## src/rtl/iter_divider_pkg.sv

```systemverilog
// iter_divider_pkg: shared definitions for the EX-stage iterative divider.
//   - DIV_W          : native datapath width of the core
//   - div_state_t    : divider FSM states (IDLE/BUSY/DONE)
//   - DIV_ZERO_QUOT  : quotient returned on divide-by-zero (all-ones,
//                      sliced to the instance width)
package iter_divider_pkg;

   localparam int DIV_W     = 32;
   localparam int DIV_MAX_W = 64;

   // Encodings kept as plain constants so older code comparing raw state
   // bits keeps working; the enum is built on top of them.
   localparam logic [1:0] ST_IDLE = 2'd0;
   localparam logic [1:0] ST_BUSY = 2'd1;
   localparam logic [1:0] ST_DONE = 2'd2;

   typedef enum logic [1:0] {
      IDLE = ST_IDLE,
      BUSY = ST_BUSY,
      DONE = ST_DONE
   } div_state_t;

   localparam logic [DIV_MAX_W-1:0] DIV_ZERO_QUOT = '1;

endpackage

```

## src/rtl/iter_divider_abs_neg.sv

```systemverilog
// div_abs_neg: combinational conditional two's-complement negate.
//   val : input value
//   neg : 1 = output -val, 0 = pass val through
//   res : result
// Used both to take operand magnitudes and to apply the result sign fix-up.
module div_abs_neg #(
   parameter int WIDTH = 32
) (
   input  logic [WIDTH-1:0] val,
   input  logic             neg,
   output logic [WIDTH-1:0] res
);

   assign res = neg ? (~val + 1'b1) : val;

endmodule

```

## src/rtl/iter_divider.sv

```systemverilog
// iter_divider: multi-cycle radix-2 restoring divider for DIV/DIVU in EX.
//   clk, rst     : clock, asynchronous active-low reset
//   start_i      : EX holds a divide (sampled only in IDLE)
//   signed_i     : 1 = DIV (two's complement), 0 = DIVU
//   a_i, b_i     : dividend (rs), divisor (rt)
//   cancel_i     : EX flush, abandons any operation in flight
//   stall_o      : freezes EX-side pipeline registers while dividing
//   done_o       : one-cycle result-valid pulse
//   quot_o/rem_o : quotient (LO) / remainder (HI), registered
// Timing: accept cycle 0, WIDTH BUSY cycles, DONE at cycle WIDTH+1.
module iter_divider
   import iter_divider_pkg::*;
#(
   parameter int WIDTH = DIV_W,
   parameter int CNT_W = $clog2(WIDTH)
) (
   input  logic             clk,
   input  logic             rst,
   input  logic             start_i,
   input  logic             signed_i,
   input  logic [WIDTH-1:0] a_i,
   input  logic [WIDTH-1:0] b_i,
   input  logic             cancel_i,
   output logic             stall_o,
   output logic             done_o,
   output logic [WIDTH-1:0] quot_o,
   output logic [WIDTH-1:0] rem_o
);

   div_state_t       state;
   logic [CNT_W-1:0] cnt;
   logic [WIDTH-1:0] rem_q;    // partial remainder
   logic [WIDTH-1:0] quot_q;   // dividend shifting out / quotient shifting in
   logic [WIDTH-1:0] dvsr_q;   // divisor magnitude
   logic             sign_q;   // negate quotient at the end
   logic             sign_r;   // negate remainder at the end

   logic [WIDTH-1:0] a_mag, b_mag;
   logic [WIDTH:0]   rem_sh, trial;
   logic             borrow;
   logic [WIDTH-1:0] rem_nxt, quot_nxt, quot_fix, rem_fix;

   div_abs_neg #(.WIDTH(WIDTH)) u_abs_a (
      .val (a_i),
      .neg (signed_i & a_i[WIDTH-1]),
      .res (a_mag)
   );

   div_abs_neg #(.WIDTH(WIDTH)) u_abs_b (
      .val (b_i),
      .neg (signed_i & b_i[WIDTH-1]),
      .res (b_mag)
   );

   // One restoring step. The shifted remainder can reach 2*|b|-1, so the
   // trial subtraction needs an extra bit; its MSB is the borrow.
   always_comb begin
      rem_sh   = {rem_q, quot_q[WIDTH-1]};
      trial    = rem_sh - {1'b0, dvsr_q};
      borrow   = trial[WIDTH];
      rem_nxt  = borrow ? rem_sh[WIDTH-1:0] : trial[WIDTH-1:0];
      quot_nxt = {quot_q[WIDTH-2:0], ~borrow};
   end

   // Sign fix-up applied on the final step so DONE presents signed results.
   div_abs_neg #(.WIDTH(WIDTH)) u_fix_q (
      .val (quot_nxt),
      .neg (sign_q),
      .res (quot_fix)
   );

   div_abs_neg #(.WIDTH(WIDTH)) u_fix_r (
      .val (rem_nxt),
      .neg (sign_r),
      .res (rem_fix)
   );

   always_ff @(posedge clk or negedge rst) begin
      if (!rst) begin
         state  <= IDLE;
         cnt    <= '0;
         rem_q  <= '0;
         quot_q <= '0;
         dvsr_q <= '0;
         sign_q <= 1'b0;
         sign_r <= 1'b0;
         quot_o <= '0;
         rem_o  <= '0;
      end else begin
         case (state)
            IDLE: begin
               if (start_i && !cancel_i) begin
                  sign_q <= signed_i & (a_i[WIDTH-1] ^ b_i[WIDTH-1]);
                  sign_r <= signed_i & a_i[WIDTH-1];
                  dvsr_q <= b_mag;
                  rem_q  <= '0;
                  quot_q <= a_mag;
                  if (b_i == '0) begin
                     // Divide by zero skips BUSY; remainder is the raw dividend.
                     state  <= DONE;
                     quot_o <= DIV_ZERO_QUOT[WIDTH-1:0];
                     rem_o  <= a_i;
                  end else begin
                     state <= BUSY;
                     cnt   <= CNT_W'(WIDTH-1);
                  end
               end
            end
            BUSY: begin
               if (cancel_i) begin
                  state <= IDLE;
               end else begin
                  rem_q  <= rem_nxt;
                  quot_q <= quot_nxt;
                  if (cnt == '0) begin
                     state  <= DONE;
                     quot_o <= quot_fix;
                     rem_o  <= rem_fix;
                  end else begin
                     cnt <= cnt - 1'b1;
                  end
               end
            end
            // The instruction that started us is still in EX, so a held
            // start_i must not launch a second run from here.
            DONE:    state <= IDLE;
            default: state <= IDLE;
         endcase
      end
   end

   // Gated with rst so the stall drops the moment reset is asserted, even if
   // EX still presents a divide.
   always_comb begin
      stall_o = 1'b0;
      if (rst) begin
         case (state)
            IDLE:    stall_o = start_i & ~cancel_i;
            BUSY:    stall_o = 1'b1;
            default: stall_o = 1'b0;
         endcase
      end
   end

   assign done_o = rst & (state == DONE) & ~cancel_i;

endmodule

```

## config.mk

```make
export PLATFORM = sky130hd
export DESIGN_NAME = iter_divider
export DESIGN_NICKNAME = d
export VERILOG_FILES = /design/src/rtl/iter_divider_pkg.sv /design/src/rtl/iter_divider_abs_neg.sv /design/src/rtl/iter_divider.sv
export SDC_FILE = /design/constraint.sdc
export NUM_CORES = 1
export LEC_CHECK = 0
export BUFFER_PORTS_ARGS = -buffer_cell sky130_fd_sc_hd__buf_2
export CAP_MARGIN = 0
export CELL_PAD_IN_SITES_DETAIL_PLACEMENT = 2
export CELL_PAD_IN_SITES_GLOBAL_PLACEMENT = 2
export CORE_UTILIZATION = 33
export DETAILED_ROUTE_END_ITERATION = 7
export PLACE_DENSITY = 0.78
export SYNTH_ARGS = -nofsm -noshare
export SYNTH_HDL_FRONTEND = slang
export SYNTH_HIERARCHICAL = 1
export SYNTH_SLANG_ARGS = --single-unit
```

## constraint.sdc

```tcl
create_clock -name clk -period 4.1 [get_ports clk]
set_clock_uncertainty 0.05 [all_clocks]
set_input_delay 0.205 -clock clk [delete_from_list [all_inputs] [get_ports clk]]
set_output_delay 0.205 -clock clk [all_outputs]
set_load 0.01 [all_outputs]
```

==> results.toml, run 1 <==
[worst_setup_path]
cp-start-kind = "flip-flop"
cp-end-kind = "flip-flop"
crit_required_ns = 4.44
crit_fanout = 9
path_class = "flip-flop to flip-flop"
crit_arrival_ns = 4.94

[drt]
wl_per_cell_um = 23.0
routed_wl_um = 50800
remaining_drc_errors = 0
first_iter_violations = 466
avgViaCountPerCell = 5.56
vias = 12300
drt.antenna.violating_nets = 0
dr.pass1.iters = 5

[clock_network]
cts_buffers = 17
cts.sinks = 169
htree_num_levels = 4
clkSlewWorstSetupHoldPaths_ns = 0.08
clock_latency_ns = 0.47
cts_buffer_depth = 2
cts_tree = "done"
root_buffer = "clkbuf_16"

[timing]
rsz0062_at_grt = "yes"
hold_viol_final = 0
clock.fmax_mhz = 218
min_period_ns = 4.59
fin_crit_sh = 1.12
slew-limit-headroom = 0.0601
tightest_slew_ns = 1.41
worst_hold_slack_ns = 0.0108
setup_viol = 36
timing.final.ws_setup_ns = -0.495
drv_slew = 0
setup_tns_ns = -9.41

[synthesis]
ys_seq_area_frac = 0.342
synth_cell_types = 65
avgSynthCellArea_um2 = 8.36
synth_edf_count = 0
synthFlopType = "dfrtp_1"
netlist_area_um2 = 12400
syn_inst = 1479
synth_seq_cells = 169
yosysWarnings = 6
syn_nets = 1587
async_flop_share = 1.00

[floorplanning]
fp.dieArea_um2 = 38200
start_util = 0.337
row_count = 70
fp.dieW_um = 196
ios = 135
fp.dieH_um = 196
fp.coreArea_um2 = 36700

[placed_design]
gp_congestion = 0.857
placed_area_um2 = 14400
port_buffers = 134
dp_hpwl_um = 34700
dp_cells = 2133

[finish]
diodes = 0
fillCellCount = 4047
fin_cells = 2212
nNetsFinal = 1839
drive_above_1_share = 0.271
design_area_um2 = 15900
syn_to_final_growth_pct = 28.5
final_util = 0.433
seqCellArea_um2 = 4230
multiInputGateArea_um2 = 8090

[global_routing]
grt_usage = 0.256
grt_pass1_wl_um = 76200
grt_start_max_net_pins = 144
grt_pass1_vias = 13600
grt_overflow = 0
antenna_found_initial = 0

[pwr]
switching_share = 0.435
clkPwrFrac = 0.194
leakage_nw = 6.74
internal_power_mw = 4.82
max-vdd-ir-drop_mv = 0.267
power_frac_comb = 0.465
pwr_density_cell_nw_per_um2 = 538
sequentialPowerShare = 0.341
switchingPower_mw = 3.72

[min_path]
hp-class = "primary input to flip-flop"

[flow_run]
cap_violations = 0

[outcome]
violations = "negative setup slack"
outcome = "finished with violations"
==> layout make-up <==
class,instances,share of cell area
clock buffer,18,0.0270
clock inverter,14,0.00859
inverter,57,0.0146
multi-input combinational,1174,0.509
sequential,169,0.266
tap,468,0.0369
timing repair buffer,311,0.137
timing repair inverter,1,0.00102
==> state kept, by name, indices dropped and copies added (netlist names) <==
register,flops
quot_o,32
cnt,5
rem_o,32
sign_q,1
rem_q,32
sign_r,1
state,2
quot_q,32
dvsr_q,32
==> final timing paths <==
path,startpoint,to,slack (ns),cells after the start
min in group asynchronous,rst,rem_o[12],0.14,2
setup / recovery,quot_q[31],rem_o[24],-0.49,23
max in group asynchronous,rst,dvsr_q[28],2.70,3
setup reg to reg,quot_q[31],rem_o[24],-0.49,23
hold reg to reg,quot_o[28],quot_o[28],0.47,2
hold / removal,a_i[24],rem_o[24],0.01,3
==> Yosys cell counts (2+ instances only) <==
cell	count	area, µm²
nand2b_1	18	113
buf_6	2	22.5
o21ai_0	96	480
and2_1	3	18.8
or2b_1	8	60.1
a21boi_0	2	15.0
o21bai_1	2	15.0
nor2b_1	11	68.8
nor4_1	17	106
or2_2	5	31.3
buf_4	4	30.0
o31ai_1	38	285
mux2_4	15	225
o41ai_2	16	260
nand3_1	23	115
o211ai_1	2	15.0
a31oi_1	67	419
nor3_1	17	85.1
ha_1	38	475
a32o_1	2	20.0
o21a_1	8	60.1
nand4_1	20	125
mux2i_1	3	30.0
xnor2_1	141	1230
xor2_1	6	52.6
a32oi_1	4	35.0
a41oi_1	2	17.5
nor2_1	166	623
a22o_1	25	219
nand3b_1	5	37.5
a21oi_1	76	380
buf_1	18	67.6
a211oi_1	2	15.0
nand2_1	246	923
a21o_1	12	90.1
or3_1	6	37.5
nor4_4	16	340
nand4b_2	4	60.1
o41ai_1	20	175
inv_1	56	210
mux2_2	9	101
clkbuf_1	54	203
dfrtp_1	169	4230
and3_1	4	25.0
==> placed cells by master, fill, tap and decap left out, types with 7 or more instances in the layout <==
| cell | netlist | layout |
|---|---|---|
| nor2_1 | 166 | 163 |
| dfrtp_1 | 169 | 169 |
| buf_6 | 2 | 14 |
| ha_1 | 38 | 34 |
| nand2b_1 | 18 | 17 |
| nand2_1 | 246 | 240 |
| nor4_4 | 16 | 18 |
| o21ai_1 | 1 | 14 |
| o21ai_0 | 96 | 80 |
| a22o_1 | 25 | 25 |
| o41ai_1 | 20 | 13 |
| or2b_1 | 8 | 8 |
| o21a_1 | 8 | 8 |
| a31oi_1 | 67 | 63 |
| inv_6 | 0 | 7 |
| buf_4 | 4 | 146 |
| nand3_1 | 23 | 18 |
| clkbuf_16 | 0 | 17 |
| a21oi_1 | 76 | 71 |
| nand4_1 | 20 | 20 |
| nor4_1 | 17 | 15 |
| o31ai_2 | 0 | 7 |
| inv_1 | 56 | 52 |
| o31ai_1 | 38 | 31 |
| o41ai_2 | 16 | 19 |
| nor2b_1 | 11 | 8 |
| xnor2_1 | 141 | 137 |
| mux2_4 | 15 | 20 |
| nor3_1 | 17 | 15 |
| buf_2 | 1 | 133 |
| a21o_1 | 12 | 12 |
| dlygate4sd3_1 | 0 | 10 |
==> through the flow <==
step / total power [mW] / setup WS, ns
after floorplan: 4.80 / -0.0905
after global placement: 6.15 / -0.0528
after detailed placement: 6.37 / -0.454
after CTS: 8.24 / -0.312
after global routing: 9.05 / -0.707
final: 8.54 / -0.495
==> repair_timing <==
| item | CTS | global route |
|---|---|---|
| endpoints found under the setup margin | 45 | 56 |
| pin swaps | 37 | 78 |
| hold buffers | 10 | 0 |
| setup buffers | 18 | 21 |
| cloned | 1 | 0 |
| endpoints found under the hold margin | 35 | 0 |
| resized for setup | 53 | 70 |
==> logic make-up (layout without fill, tap and decap cells) <==
group	Yosys count	count (layout)	share of synthesized area
buffers and inverters	136	401	0.0440
AND/OR/NAND/NOR	576	576	0.230
adder cells (fa/ha/maj)	39	39	0.0401
multiplexers	28	28	0.0300
XOR/XNOR	147	147	0.104
flip-flops	169	169	0.342
AO/OA/AOI/OAI	384	384	0.210
==> worst max-delay path, stage by stage, from the launching register on <==
cell and delay (ns):
dfrtp_1 0.39, inv_2 0.09, ha_4 0.14, inv_2 0.04
fa_2 0.39, a21oi_4 0.21, o211ai_2 0.11, nor3b_4 0.18
a21oi_2 0.24, a211oi_2 0.12, mux2i_2 0.29, nor2_4 0.08
buf_6 0.14, clkinv_8 0.07, buf_12 0.13, mux2_4 0.32
nor4_4 0.27, buf_4 0.18, nand3b_1 0.18, buf_4 0.21
o31ai_2 0.26, xnor2_1 0.19, nand2_1 0.08, a31oi_1 0.18
==> power by group through the flow <==
stage	clock [mW]	combinational, mW	sequential, mW
3_3_place_gp	0	3.29	2.86
5_1_grt	1.74	4.31	2.99
4_1_cts	1.66	3.68	2.90
3_5_place_dp	0	3.46	2.91
2_1_floorplan	0	1.97	2.83
6_report	1.65	3.97	2.91
==> per-layer routing <==
layer  up-vias  routed length (µm)  track usage
li1       5732                   -            -
met1      6172               20700        0.295
met2       273               26300        0.466
met3       120                1340       0.0311
met4         0                2360        0.124
met5         -                   0            0
Note: power is estimated with default switching activity, not from simulation.
==> inputs of run 2 (changes only) <==
--- a/config.mk
+++ b/config.mk
@@ -7,12 +7,11 @@
 export LEC_CHECK = 0
 export BUFFER_PORTS_ARGS = -buffer_cell sky130_fd_sc_hd__buf_2
 export CAP_MARGIN = 0
-export CELL_PAD_IN_SITES_DETAIL_PLACEMENT = 2
-export CELL_PAD_IN_SITES_GLOBAL_PLACEMENT = 2
-export CORE_UTILIZATION = 33
+export CORE_UTILIZATION = 50
 export DETAILED_ROUTE_END_ITERATION = 7
-export PLACE_DENSITY = 0.78
+export PLACE_DENSITY = 0.72
 export SYNTH_ARGS = -nofsm -noshare
 export SYNTH_HDL_FRONTEND = slang
 export SYNTH_HIERARCHICAL = 1
 export SYNTH_SLANG_ARGS = --single-unit
+export TNS_END_PERCENT = 100
==> run 2 against run 1 <==
The run still ends with negative setup slack left. Sequential share of layout area increased by 0.93 points. Critical endpoint is now rem_o[31]. Die area is 34% lower. Hold slack improved by 0.0053 ns.
==> results.toml, run 2 (synthesis gave the netlist of run 1 again) <==
[timing]
min_period_ns = 4.32
clock.fmax_mhz = 232
drv_slew = 0
fin_crit_sh = 1.05
timing.final.ws_setup_ns = -0.218
slew-limit-headroom = 0.0584
rsz0062_at_grt = "yes"
tightest_slew_ns = 1.41
setup_viol = 23
hold_viol_final = 0

[pwr]
pwr_density_cell_nw_per_um2 = 529
switching_share = 0.402
internal_power_mw = 4.86
leakage_nw = 6.53
clkPwrFrac = 0.222
switchingPower_mw = 3.26
max-vdd-ir-drop_mv = 0.255
p_total_mw = 8.12
power_frac_comb = 0.426
sequentialPowerShare = 0.353

[finish]
syn_to_final_growth_pct = 24.1
mostFrequentLayoutCells = "240 x nand2_1, 169 x dfrtp_1, 164 x nor2_1, 137 x xnor2_1, 133 x buf_2"
diodes = 0
layout_commonest_cell = "nand2_1"
final_util = 0.631
design_area_um2 = 15300
drive_above_1_share = 0.249
nNetsFinal = 1788

[global_routing]
grt.met1_usage = 0.361
grt_start_max_net_pins = 99
grt_overflow = 0
busiest_layer = "met2"
grt_util_met3 = 0.0354
grt_pass1_wl_um = 55400
antenna_found_initial = 0
use_met2 = 0.463
grt_pass1_vias = 10700
grt_usage = 0.271

[worst_setup_path]
path_class = "flip-flop to flip-flop"
crit_required_ns = 4.40
crit_arrival_ns = 4.62
crit_slowest_cell = "dfrtp_1"
cp-start-kind = "flip-flop"
crit_fanout = 8
critPathBufInv = 5
crit_chain = "inv_1 > ha_2 > inv_2 > fa_2 > a21oi_4 > o211ai_2 > nor3b_4 > a21oi_2 > a211oi_2 > mux2i_2 > nor2_4 > buf_12 > clkinv_8 > mux2_4 > nor4_4 > buf_6 > nand4b_4 > o41ai_2 > xnor2_1 > nand2_1 > a31oi_1"
cpPeakStageDelay_ns = 0.39
cp-end-kind = "flip-flop"
crit_family = "compound AO/OA/AOI/OAI gates"

[drt]
dr.pass1.iters = 7
routed_wl_um = 34900
vias = 11500
drt.antenna.violating_nets = 0
first_iter_violations = 781
avgViaCountPerCell = 5.72
remaining_drc_errors = 0
wl_per_cell_um = 17.3

[floorplanning]
start_util = 0.508
fp.coreArea_um2 = 24300
ios = 135
row_count = 57
fp.dieArea_um2 = 25400
fp.dieW_um = 159
fp.dieH_um = 159

[clock_network]
root_buffer = "clkbuf_16"
clock_latency_ns = 0.44
cts_tree = "done"
cts_buffer_depth = 2
cts_buffers = 17
htree_num_levels = 4
cts.sinks = 169
clkSlewWorstSetupHoldPaths_ns = 0.07

[placed_design]
gp_congestion = 0.921
placed_area_um2 = 14000
port_buffers = 134
dp_hpwl_um = 25600

[outcome]
violations = "negative setup slack"
outcome = "finished with violations"

[flow_run]
cap_violations = 0

[min_path]
hp-class = "primary input to flip-flop"
-- run 2: changes by cell type in the layout (fill, tap and decap cells not counted), moves of 3 or more --
cell           before  now
dlygate4sd3_1      10    2
clkinvlp_4          3    0
buf_12              6    3
a31oi_1            63   66
o21ai_1            14    5
bufinv_16           1    4
o21ai_0            80   88
a31oi_2             4    1
buf_4             146  104
a21oi_1            71   74
-- run 2: area by class of cell --
| type | instances | area [µm²] |
|---|---|---|
| multi-input cells | 1174 | 8090 |
| inverters | 57 | 231 |
| fillers | 2032 | 8970 |
| well taps | 324 | 405 |
| repair inverters | 2 | 25.0 |
| flip-flops and latches | 169 | 4230 |
| clock buffers | 19 | 443 |
| clock inverters | 13 | 204 |
| repair buffers | 259 | 1720 |
-- run 2: final timing paths --
kind                                  from         to  slack [ns]  cells past startpoint
worst max-delay path            quot_q[31]  rem_o[31]       -0.22                     21
worst min-delay path                a_i[2]   rem_o[2]        0.02                      3
worst max register to register  quot_q[31]  rem_o[31]       -0.22                     21
worst min register to register   dvsr_q[0]  dvsr_q[0]        0.46                      2
max in group asynchronous              rst  rem_q[10]        2.65                      3
min in group asynchronous              rst   rem_o[1]        0.33                      2
-- run 2: routing by layer --
metal | up-vias | part of all wire
met4 | 0 | 0.021
met2 | 353 | 0.50
li1 | 5641 | -
met3 | 50 | 0.039
met1 | 5501 | 0.44
met5 | - | 0
-- run 2: metrics by stage --
stage	setup TNS, ns	hold WS (ns)	worst slack, ns	instances
2_1_floorplan	-0.398	-0.141	-0.0905	1479
3_3_place_gp	-0.0977	0.242	-0.0428	1964
3_5_place_dp	-1.91	0.242	-0.151	1964
4_1_cts	-0.481	0.0000164	-0.0696	1999
5_1_grt	-10.51	0.0204	-0.491	2017
6_report	-2.73	0.0161	-0.218	2017
-- run 2: what timing repair did --
action	4_1_cts	5_1_grt
pin swaps	1	48
resized for setup	16	89
setup endpoints to repair	35	50
cloned	0	2
buffers inserted	1	16
hold buffers	2	0
endpoints found under the hold margin	75	0
-- run 2: power by group through the flow --
stage / registers, mW / clock network (mW) / logic [mW]
floorplan: 2.83 / 0 / 1.97
global placement: 2.83 / 0 / 3.10
detailed placement: 2.85 / 0 / 3.17
CTS: 2.82 / 1.83 / 3.21
global route: 2.94 / 1.89 / 3.81
finish: 2.86 / 1.80 / 3.46
-- run 2: worst register-to-register path, cell delays in order (launching register included) --
cell      delay [ns]
dfrtp_1         0.39
inv_1           0.06
ha_2            0.19
inv_2           0.05
fa_2            0.38
a21oi_4         0.18
o211ai_2        0.11
nor3b_4         0.18
a21oi_2         0.18
a211oi_2        0.10
mux2i_2         0.27
nor2_4          0.06
buf_12          0.17
clkinv_8        0.08
mux2_4          0.32
nor4_4          0.29
buf_6           0.20
nand4b_4        0.19
o41ai_2         0.35
xnor2_1         0.16
nand2_1         0.08
a31oi_1         0.21
